## src/rtl/pc_pkg.sv

```systemverilog
// Shared types for the program-counter slice: next-PC source encoding and default increment.
package pc_pkg;

  typedef enum logic [2:0] {
    NPC_SEQ,
    NPC_BRANCH,
    NPC_JUMP,
    NPC_RET,
    NPC_TRAP,
    NPC_HOLD
  } npc_sel_e;

  localparam int PC_INC_DEFAULT = 4;

endpackage

```

## src/rtl/pc_unit_if.sv

```systemverilog
// Request/status bundle between the control/branch logic (master) and the PC unit (slave).
interface pc_unit_if #(
  parameter int XLEN = 32
);
  logic            stall;
  logic            branch_taken;
  logic [XLEN-1:0] branch_target;
  logic            jump_valid;
  logic [XLEN-1:0] jump_target;
  logic            is_call;
  logic            is_ret;
  logic            trap_valid;
  logic [XLEN-1:0] trap_vector;
  logic [XLEN-1:0] pc_out;
  logic [XLEN-1:0] pc_plus_inc;
  logic            ras_empty;
  logic            ras_full;
  logic            misalign;

  modport master (
    output stall, branch_taken, branch_target, jump_valid, jump_target,
           is_call, is_ret, trap_valid, trap_vector,
    input  pc_out, pc_plus_inc, ras_empty, ras_full, misalign
  );

  modport slave (
    input  stall, branch_taken, branch_target, jump_valid, jump_target,
           is_call, is_ret, trap_valid, trap_vector,
    output pc_out, pc_plus_inc, ras_empty, ras_full, misalign
  );
endinterface

```

## src/rtl/pc_ras.sv

```systemverilog
// Circular return-address stack: push overwrites the oldest entry when full, replace rewrites the top.
module pc_ras #(
  parameter int XLEN      = 32,
  parameter int RAS_DEPTH = 4
) (
  input  logic            clk,
  input  logic            rst,
  input  logic            push,
  input  logic            pop,
  input  logic            replace,
  input  logic [XLEN-1:0] push_data,
  output logic [XLEN-1:0] top,
  output logic            empty,
  output logic            full
);
  localparam int PW = $clog2(RAS_DEPTH);
  localparam int CW = PW + 1;

  logic [XLEN-1:0] stack_mem [RAS_DEPTH];
  logic [PW-1:0]   ptr_reg, ptr_next, top_idx, wr_idx;
  logic [CW-1:0]   count_reg, count_next;
  logic            wr_en;

  // ptr_reg is the next free slot, so the top lives one below it (mod depth)
  assign top_idx = ptr_reg - PW'(1);

  always_comb begin
    ptr_next   = ptr_reg;
    count_next = count_reg;
    wr_en      = 1'b0;
    wr_idx     = ptr_reg;
    if (replace && count_reg != '0) begin
      wr_en  = 1'b1;
      wr_idx = top_idx;
    end else if (push || replace) begin
      // replace on an empty stack degenerates to a push so the count ends at 1
      wr_en    = 1'b1;
      ptr_next = ptr_reg + PW'(1);
      if (count_reg != CW'(RAS_DEPTH))
        count_next = count_reg + CW'(1);
    end else if (pop && count_reg != '0) begin
      ptr_next   = top_idx;
      count_next = count_reg - CW'(1);
    end
  end

  always_ff @(posedge clk or posedge rst) begin
    if (rst) begin
      ptr_reg   <= '0;
      count_reg <= '0;
    end else begin
      ptr_reg   <= ptr_next;
      count_reg <= count_next;
    end
  end

  always_ff @(posedge clk) begin
    if (wr_en)
      stack_mem[wr_idx] <= push_data;
  end

  assign top   = stack_mem[top_idx];
  assign empty = (count_reg == '0);
  assign full  = (count_reg == CW'(RAS_DEPTH));

endmodule

```

## src/rtl/pc_unit.sv

```systemverilog
// Fetch PC register with prioritised next-PC selection and return-address stack.
// Optional PC_ALIGN_CHECK_EN rejects misaligned branch/jump/return targets and flags misalign.
module pc_unit
  import pc_pkg::*;
#(
  parameter int              XLEN         = 32,
  parameter logic [XLEN-1:0] RESET_VECTOR = '0,
  parameter int              INC          = PC_INC_DEFAULT,
  parameter int              RAS_DEPTH    = 4
) (
  input logic       clk,
  input logic       rst,
  pc_unit_if.slave  bus
);
  logic [XLEN-1:0] pc_reg, pc_next, link, ras_top, target;
  logic            ras_empty, ras_full, misaligned, load_ok, redirect;
  npc_sel_e        sel;

  assign link = pc_reg + XLEN'(INC);

  always_comb begin
    sel = NPC_SEQ;
    if (bus.trap_valid)
      sel = NPC_TRAP;
    else if (bus.stall)
      sel = NPC_HOLD;
    else if (bus.jump_valid)
      sel = (bus.is_ret && !ras_empty) ? NPC_RET : NPC_JUMP;
    else if (bus.branch_taken)
      sel = NPC_BRANCH;
  end

  always_comb begin
    target = link;
    case (sel)
      NPC_BRANCH: target = bus.branch_target;
      NPC_JUMP:   target = bus.jump_target;
      NPC_RET:    target = ras_top;
      NPC_TRAP:   target = bus.trap_vector;
      default:    target = link;
    endcase
  end

`ifdef PC_ALIGN_CHECK_EN
  logic misalign_reg, misalign_next;

  assign misaligned = (sel inside {NPC_BRANCH, NPC_JUMP, NPC_RET}) &&
                      ((target & XLEN'(INC - 1)) != '0);

  always_comb begin
    misalign_next = misaligned;
    if (sel == NPC_HOLD)
      misalign_next = misalign_reg;
    else if (sel == NPC_TRAP)
      misalign_next = 1'b0;
  end

  always_ff @(posedge clk or posedge rst) begin
    if (rst)
      misalign_reg <= 1'b0;
    else
      misalign_reg <= misalign_next;
  end

  assign bus.misalign = misalign_reg;
`else
  assign misaligned   = 1'b0;
  assign bus.misalign = 1'b0;
`endif

  // A rejected target suppresses RAS side effects along with the PC update
  assign load_ok  = (sel != NPC_TRAP) && (sel != NPC_HOLD) && !misaligned;
  assign redirect = load_ok && bus.jump_valid;

  always_comb begin
    pc_next = target;
    if (sel == NPC_HOLD || (sel != NPC_TRAP && misaligned))
      pc_next = pc_reg;
  end

  always_ff @(posedge clk or posedge rst) begin
    if (rst)
      pc_reg <= RESET_VECTOR;
    else
      pc_reg <= pc_next;
  end

  pc_ras #(
    .XLEN      (XLEN),
    .RAS_DEPTH (RAS_DEPTH)
  ) u_ras (
    .clk       (clk),
    .rst       (rst),
    .push      (redirect && bus.is_call && !bus.is_ret),
    .pop       (redirect && bus.is_ret && !bus.is_call),
    .replace   (redirect && bus.is_call && bus.is_ret),
    .push_data (link),
    .top       (ras_top),
    .empty     (ras_empty),
    .full      (ras_full)
  );

  assign bus.pc_out      = pc_reg;
  assign bus.pc_plus_inc = link;
  assign bus.ras_empty   = ras_empty;
  assign bus.ras_full    = ras_full;

endmodule
```

## src/flat_wrapper.sv

```systemverilog
// flat-port wrapper written by rule: the top's interface ports become plain ports
module pc_unit_flat import pc_pkg::*;
#(
  parameter int              XLEN         = 32,
  parameter logic [XLEN-1:0] RESET_VECTOR = '0,
  parameter int              INC          = PC_INC_DEFAULT,
  parameter int              RAS_DEPTH    = 4
)
  (clk, rst, bus_stall, bus_branch_taken, bus_branch_target, bus_jump_valid, bus_jump_target, bus_is_call, bus_is_ret, bus_trap_valid, bus_trap_vector, bus_pc_out, bus_pc_plus_inc, bus_ras_empty, bus_ras_full, bus_misalign);
  pc_unit_if #(.XLEN(XLEN)) bus_i ();
  input logic clk;
  input logic rst;
  input wire logic [$bits(bus_i.stall)-1:0] bus_stall;
  input wire logic [$bits(bus_i.branch_taken)-1:0] bus_branch_taken;
  input wire logic [$bits(bus_i.branch_target)-1:0] bus_branch_target;
  input wire logic [$bits(bus_i.jump_valid)-1:0] bus_jump_valid;
  input wire logic [$bits(bus_i.jump_target)-1:0] bus_jump_target;
  input wire logic [$bits(bus_i.is_call)-1:0] bus_is_call;
  input wire logic [$bits(bus_i.is_ret)-1:0] bus_is_ret;
  input wire logic [$bits(bus_i.trap_valid)-1:0] bus_trap_valid;
  input wire logic [$bits(bus_i.trap_vector)-1:0] bus_trap_vector;
  output wire logic [$bits(bus_i.pc_out)-1:0] bus_pc_out;
  output wire logic [$bits(bus_i.pc_plus_inc)-1:0] bus_pc_plus_inc;
  output wire logic [$bits(bus_i.ras_empty)-1:0] bus_ras_empty;
  output wire logic [$bits(bus_i.ras_full)-1:0] bus_ras_full;
  output wire logic [$bits(bus_i.misalign)-1:0] bus_misalign;
  assign bus_i.stall = bus_stall;
  assign bus_i.branch_taken = bus_branch_taken;
  assign bus_i.branch_target = bus_branch_target;
  assign bus_i.jump_valid = bus_jump_valid;
  assign bus_i.jump_target = bus_jump_target;
  assign bus_i.is_call = bus_is_call;
  assign bus_i.is_ret = bus_is_ret;
  assign bus_i.trap_valid = bus_trap_valid;
  assign bus_i.trap_vector = bus_trap_vector;
  assign bus_pc_out = bus_i.pc_out;
  assign bus_pc_plus_inc = bus_i.pc_plus_inc;
  assign bus_ras_empty = bus_i.ras_empty;
  assign bus_ras_full = bus_i.ras_full;
  assign bus_misalign = bus_i.misalign;
  pc_unit #(.XLEN(XLEN), .RESET_VECTOR(RESET_VECTOR), .INC(INC), .RAS_DEPTH(RAS_DEPTH)) u_core (.clk(clk), .rst(rst), .bus(bus_i));
endmodule
```

## config.mk

```make
export PLATFORM = sky130hd
export DESIGN_NAME = pc_unit_flat
export DESIGN_NICKNAME = d
export VERILOG_FILES = /design/src/rtl/pc_pkg.sv /design/src/rtl/pc_unit_if.sv /design/src/rtl/pc_ras.sv /design/src/rtl/pc_unit.sv /design/src/flat_wrapper.sv
export SDC_FILE = /design/constraint.sdc
export NUM_CORES = 1
export LEC_CHECK = 0
export CAP_MARGIN = 20
export CORE_ASPECT_RATIO = 0.5
export CORE_MARGIN = 2
export CORE_UTILIZATION = 60
export DETAILED_ROUTE_END_ITERATION = 10
export DONT_BUFFER_PORTS = 1
export GPL_TIMING_DRIVEN = 0
export HOLD_SLACK_MARGIN = 0.03
export PLACE_DENSITY = 0.81
export SLEW_MARGIN = 25
export SYNTH_ARGS = -nofsm -noshare
export SYNTH_HDL_FRONTEND = slang
export SYNTH_HIERARCHICAL = 1
export SYNTH_SLANG_ARGS = --single-unit
```

## constraint.sdc

```tcl
create_clock -name clk -period 8.83 [get_ports clk]
set_input_delay 2.649 -clock clk [delete_from_list [all_inputs] [get_ports clk]]
set_output_delay 2.649 -clock clk [all_outputs]
set_load 0.05 [all_outputs]
```

After elaboration in Yosys (flattened, before gate mapping). Memory sizes are Yosys's and may differ from the RTL's. Index checks and enable logic that the tools add are counted.

Register bits: 37. Bits in writable memories: 128. Bits of input ports: 104. Output and inout port bits: 67. Word-level logic and storage cells: 55. Memories kept: 1.

Add/sub/neg operators: 5. Eq/ne operators: 10. Multiplexer cells: 16. Bitwise operators: 1. Reduce and logical (&&, ||, !) cells: 19.

Memories: u_core.u_ras.stack_mem (words 4, bits a word 32, read ports 1, clocked after Yosys merged registers in 0, write ports 1, line pc_ras.sv:19) `logic [XLEN-1:0] stack_mem [RAS_DEPTH];`.

Operators by type and width (count): $pmux 32 s4 (1); $add 32x3->32 const B (1); $mux 3 (6); $logic_and 1x1->1 (10); $eq 3x3->1 const B (3); $ne 3x3->1 const B (3); $eq 3x2->1 const B (2); $mux 1 (6); $mux 2 (3); $add 3x1->3 const B (1); $eq 3x1->1 const B (1); $logic_not 1->1 (3); $logic_not 3->1 (1); $reduce_and 3->1 (1); $reduce_bool 3->1 (1); $sub 3x1->3 const B (1); $add 2x1->2 const B (1); $ne 2x1->1 const B (1); $reduce_and 2->1 (1); $reduce_bool 2->1 (1); $sub 2x1->2 const B (1); $logic_or 1x1->1 (1); $not 1->1 (1).

Logic depth before layout (Yosys ltp).
Depth after elaboration: 17. Depth in mapped cells: 9. Gate-level depth less buffers: 9.

By module. The synthesis kept the hierarchy.

By module, submodules not included: pc_ras (instances 1, cells an instance 211, area an instance 5023.6 µm², seq. area each 3968.8 µm²); pc_unit (instances 1, cells an instance 308, area an instance 2618.8 µm², seq. area each 800.8 µm²).

Least setup slack after synthesis. OpenSTA, ideal clock, no wires.

Path type: input port to flip-flop. From: in bus_stall. To: mem u_core.u_ras.stack_mem[1][0], enable pin. Library setup time: 0.466 ns. Arrival: 5.960 ns. Required time: 8.364 ns. Path slack: 2.404 ns. Cell stages on the path: 6. Buffers on the path: 0. Path through: nor2_1 -> nand3_1 -> nor2_1 -> nor4b_4 -> o21ai_1 -> o21ai_0.

Cells in the longest elaborated chain, start to end: 12. Elaborated cells between the ends (all ways): 16. Classes of those cells: eq/ne: 2; mux: 7; reduce/logical: 7.

RTL lines: start: declaration (line flat_wrapper.sv:13) `input wire logic [$bits(bus_i.stall)-1:0] bus_stall;`; $mux 3 * (line pc_unit.sv:25) `else if (bus.stall)`; $mux 3 * (line pc_unit.sv:23) `if (bus.trap_valid)`; $ne 3x3->1 (line pc_unit.sv:72) `assign load_ok = (sel != NPC_TRAP) && (sel != NPC_HOLD) && !misaligned;`; $logic_and 1x1->1 * (line pc_unit.sv:72); $logic_and 1x1->1 * (line pc_unit.sv:73) `assign redirect = load_ok && bus.jump_valid;`; $logic_and 1x1->1 * (line pc_unit.sv:94, pc_unit.sv:96); $logic_and 1x1->1, on equally long branches (line pc_unit.sv:94, pc_unit.sv:96); $logic_or 1x1->1 (line pc_ras.sv:35) `end else if (push || replace) begin`; $mux 1 (line pc_ras.sv:35); $mux 1 (line pc_ras.sv:32) `if (replace && count_reg != '0) begin`; $mux 1 (line pc_ras.sv:58) `if (wr_en)`; $mux 1 (not written as such) (line pc_ras.sv:59) `stack_mem[wr_idx] <= push_data;`; end: declaration (line pc_ras.sv:19).

Every way passes the cells marked *; elsewhere a longest branch is shown, timed or not.

Worst setup path after layout.
From: reg u_core.pc_reg[2], in the netlist u_core/bus.pc_out[2]. To: out bus_pc_plus_inc[22].

Cells in the longest elaborated chain, start to end: 1.

RTL lines: start: declaration (line pc_unit.sv:15) `logic [XLEN-1:0] pc_reg, pc_next, link, ras_top, target;`; start signal: assignment (line pc_unit.sv:85) `pc_reg <= pc_next;`; $add 32x3->32 (line pc_unit.sv:19) `assign link = pc_reg + XLEN'(INC);`; end: declaration (line flat_wrapper.sv:23) `output wire logic [$bits(bus_i.pc_plus_inc)-1:0] bus_pc_plus_inc;`.

No other way between the ends.

==> metrics.md <==
| Metric | Value |
|---|---|
| Status | finished clean |
| Post-layout net count | 656 |
| Pwr per Cell Area | 297 nW/um^2 |
| Detailed-router iteration count before antenna repair | 6 |
| P_sw | 0.935 mW |
| Fmax | 154 MHz |
| Crit path launch type | flip-flop |
| Post-synthesis instance area | 7640 um^2 |
| Die width | 164 um |
| Critical Path Max Stage Delay | 0.82 ns |
| Crit path buf inv count | 0 |
| IO buf count | 0 |
| I/O pins | 171 |
| Wire per inst | 29.1 um |
| P_int | 1.70 mW |
| Starting Density | 0.609 |
| Max-cap viol count | 0 |
| Share of cells above drive strength 1 | 0.249 |
| Gates resized, CTS repair | 0 |
| Total of warnings raised by yosys | 6 |
| Seq/Total Area, Yosys | 0.624 |
| Multi-input logic area | 2880 um^2 |
| Post-synthesis register bit count | 165 |
| CP max FO | 8 |
| GRT Util Overall | 0.318 |
| Relative slew slack | 0.378 |
| Num rows | 29 |
| Core area | 12600 um^2 |
| RR Startpoint | u_core/bus.pc_out[2]$_DFFE_PP0N_ |
| Max FFs per register | 128 |
| Grt ovf | 0 |
| Mapped Avg Cell Area | 14.7 um^2 |
| Cell family with most CP delay | simple AND/OR/NAND/NOR gates |
| Die Y | 83.8 um |
| Reg2reg end | u_core/u_ras/stack_mem[2][22]$_DFFE_PP_ |
| # DRC | 0 |
| Crit-path cells | ha_1, nand3_2, nor4_4, nand2_1, nor2_1, xor2_2 |
| Number of global-route vias before repair | 5165 |
| First-pass GRT wire length | 31300 um |
| Worst Reg-to-Reg Cells | 6 |
| Fillers | 769 |
| Post-Route Setup TNS | 0 ns |
| WHS Path Cells | 1 |
| Clk_lat worst skew | 0.43 ns |
| Gate power share | 0.273 |
| Hold WC Path Type | reg2reg |
| Stages on the worst setup path | 6 |
| Max Used Layer | met4 |
| Via count | 5360 |
| Hold_sp | u_core/u_ras/count_reg[0]$_DFFE_PP0P_ |
| Peak supply drop | 160 uV |
| Critical path type | reg2out |
| Post-synth ARST share | 0.224 |
| CTS Buf Count | 17 |
| Yosys cell types | 59 |
| Fin crit share | 0.737 |
| Count of final hold-check violations | 0 |
| Root buf cell | clkbuf_16 |
| WL met2 | 10200 um |
| Clk slew on worst S/H paths | 0.07 ns |
| Setup Fix Bufs, Post-CTS | 0 |
| 1st-iter DRT viols | 787 |
| Ys flop type | edfxtp_1 |
| Worst-Margin Slew | 0.929 ns |
| CTS tree | yes |
| DP Wirelength | 14400 um |
| Met3 wire length | 3090 um |
| Htree depth | 4 |
| Antenna-violating nets left | 0 |
| Initial antenna violation count | 0 |
| Min cycle time layout | 6.51 ns |
| Switching Fraction | 0.354 |
| Clock share of power | 0.284 |
| Vias per cell | 7.31 |
| Leakage | 3.20 nW |
| Die area | 13700 um^2 |
| Storage cell area | 4770 um^2 |
| Area Growth Syn to Fin | 16.1% |
| Max Buffers Root-to-Sink | 2 |
| Req. time, crit path | 6.18 ns |
| Max Slew Vio Count | 0 |
| Clk sinks | 165 |
| Crit path DAT | 3.86 ns |
| Fin Clk Skew | 0.00570 ns |
| Mapped Nets | 625 |
| Setup violators final | 0 |
| RSZ-0062 raised after global routing | false |
| Worst Hold End | u_core/u_ras/count_reg[0]$_DFFE_PP0P_ |
| Routability congestion estimate | 0.870 |
| Pin count of the biggest net entering global routing | 25 |
| FF-to-FF setup slack | 5.09 ns |
| Hold_buf cts | 0 |
| Flop pwr share | 0.443 |
| Setup crit end kind | output pin |
| Setup WS post-layout | 2.32 ns |
| Synth Instances | 519 |
| Critical-path top delay cell | dfrtp_1 |
| Wl on met1 | 7380 um |
| Drt total wl | 21300 um |
| Pre-CTS WS | 2.87 ns |
| ANT cells | 0 |
| Post-synth EDFFs | 128 |
==> cells by family (layout without fill, tap and decap cells) <==
| logic type | count (synthesis) | count (layout) | synth area share |
|---|---|---|---|
| AO/OA/AOI/OAI | 97 | 97 | 0.106 |
| XOR/XNOR | 33 | 33 | 0.0398 |
| adder cells (fa/ha/maj) | 2 | 2 | 0.00426 |
| buffers and inverters | 47 | 91 | 0.0293 |
| flip-flops | 165 | 165 | 0.624 |
| multiplexers | 34 | 34 | 0.0969 |
| other | 1 | 1 | 0.000491 |
| AND/OR/NAND/NOR | 140 | 140 | 0.0994 |
==> synth_stat cells, types with 2 or more instances <==
cell      count  area share
and4_1        2      0.0023
o21ai_0      18       0.012
mux4_2       32       0.094
mux2i_1       2      0.0026
a22oi_1       2      0.0020
and3_1        4      0.0033
o31ai_1       2      0.0020
buf_2        13      0.0085
buf_6         2      0.0029
nand3_1      14      0.0092
clkbuf_1     14      0.0069
nand2b_1      2      0.0016
nor2_1       16      0.0079
a311oi_1      2      0.0023
xnor2_2       2      0.0043
nor2b_1       4      0.0033
buf_4         4      0.0039
inv_1        11      0.0054
dfrtp_1      37        0.12
nand4_1       7      0.0057
nor4_1        2      0.0016
a222oi_1     16       0.021
edfxtp_1    128        0.50
xnor2_1      21       0.024
nor3_1        6      0.0039
a221o_1      40       0.052
a21oi_1       8      0.0052
buf_1         2     0.00098
xor2_1       10       0.011
nand2_1      66       0.032
nor4_4        2      0.0056
==> area by class of cell <==
cell class | count | share of cell area
clock inverter | 15 | 0.0192
sequential | 165 | 0.537
timing repair buffer | 12 | 0.0221
clock buffer | 17 | 0.0479
buffer | 36 | 0.0206
inverter | 11 | 0.00465
tap | 170 | 0.0240
multi-input combinational | 307 | 0.324
==> stage by stage <==
stage | total power [mW] | cell area [um^2] | util | std cells | hold slack, ns
final | 2.64 | 8870 | 0.707 | 733 | 0.640
after detailed placement | 1.89 | 8280 | 0.659 | 701 | 0.640
after global placement | 1.81 | 7860 | 0.626 | 689 | 0.633
after CTS | 2.63 | 8870 | 0.707 | 733 | 0.649
after floorplan | 1.68 | 7640 | - | 519 | 0.604
after global routing | 2.72 | 8870 | 0.707 | 733 | 0.664
==> power groups by stage <==
stage          clock, mW  sequential [mW]  combinational (mW)
2_1_floorplan          0             1.15               0.525
3_3_place_gp           0             1.17               0.637
3_5_place_dp           0             1.18               0.711
4_1_cts            0.750             1.17               0.717
5_1_grt            0.783             1.18               0.758
6_report           0.749             1.17               0.721
==> cells in the final DEF, fill, tap and decap left out, types with 6 or more instances in the layout <==
master	count
nor2_1	16
buf_2	13
nand4_1	7
clkbuf_16	17
mux4_2	32
a221o_1	40
clkbuf_1	14
xnor2_2	20
nand3_1	14
dfrtp_1	37
o21ai_0	17
nor3_1	6
buf_6	7
inv_6	6
a21oi_1	8
inv_1	10
xor2_2	8
a222oi_1	16
nand2_1	66
edfxtp_1	128
==> per-layer routing <==
metal  vias to the layer above  GRT usage
met5                         -          0
met4                         0      0.133
met3                        67     0.0919
met2                       461      0.487
met1                      2703      0.436
li1                       2129          -
==> worst max-delay path by stage <==
stage	startpoint	endpoint	slack [ns]
after floorplan	bus_stall	u_core/u_ras/stack_mem[1][0]$_DFFE_PP_	2.40
after global placement	bus_stall	u_core/u_ras/stack_mem[1][28]$_DFFE_PP_	0.42
after detailed placement	u_core/bus.pc_out[2]$_DFFE_PP0N_	bus_pc_plus_inc[22]	2.87
after CTS	u_core/bus.pc_out[2]$_DFFE_PP0N_	bus_pc_plus_inc[22]	2.39
after global routing	u_core/bus.pc_out[2]$_DFFE_PP0N_	bus_pc_plus_inc[22]	2.27
final	u_core/bus.pc_out[2]$_DFFE_PP0N_	bus_pc_plus_inc[22]	2.32
(Power assumes the default switching activity.)
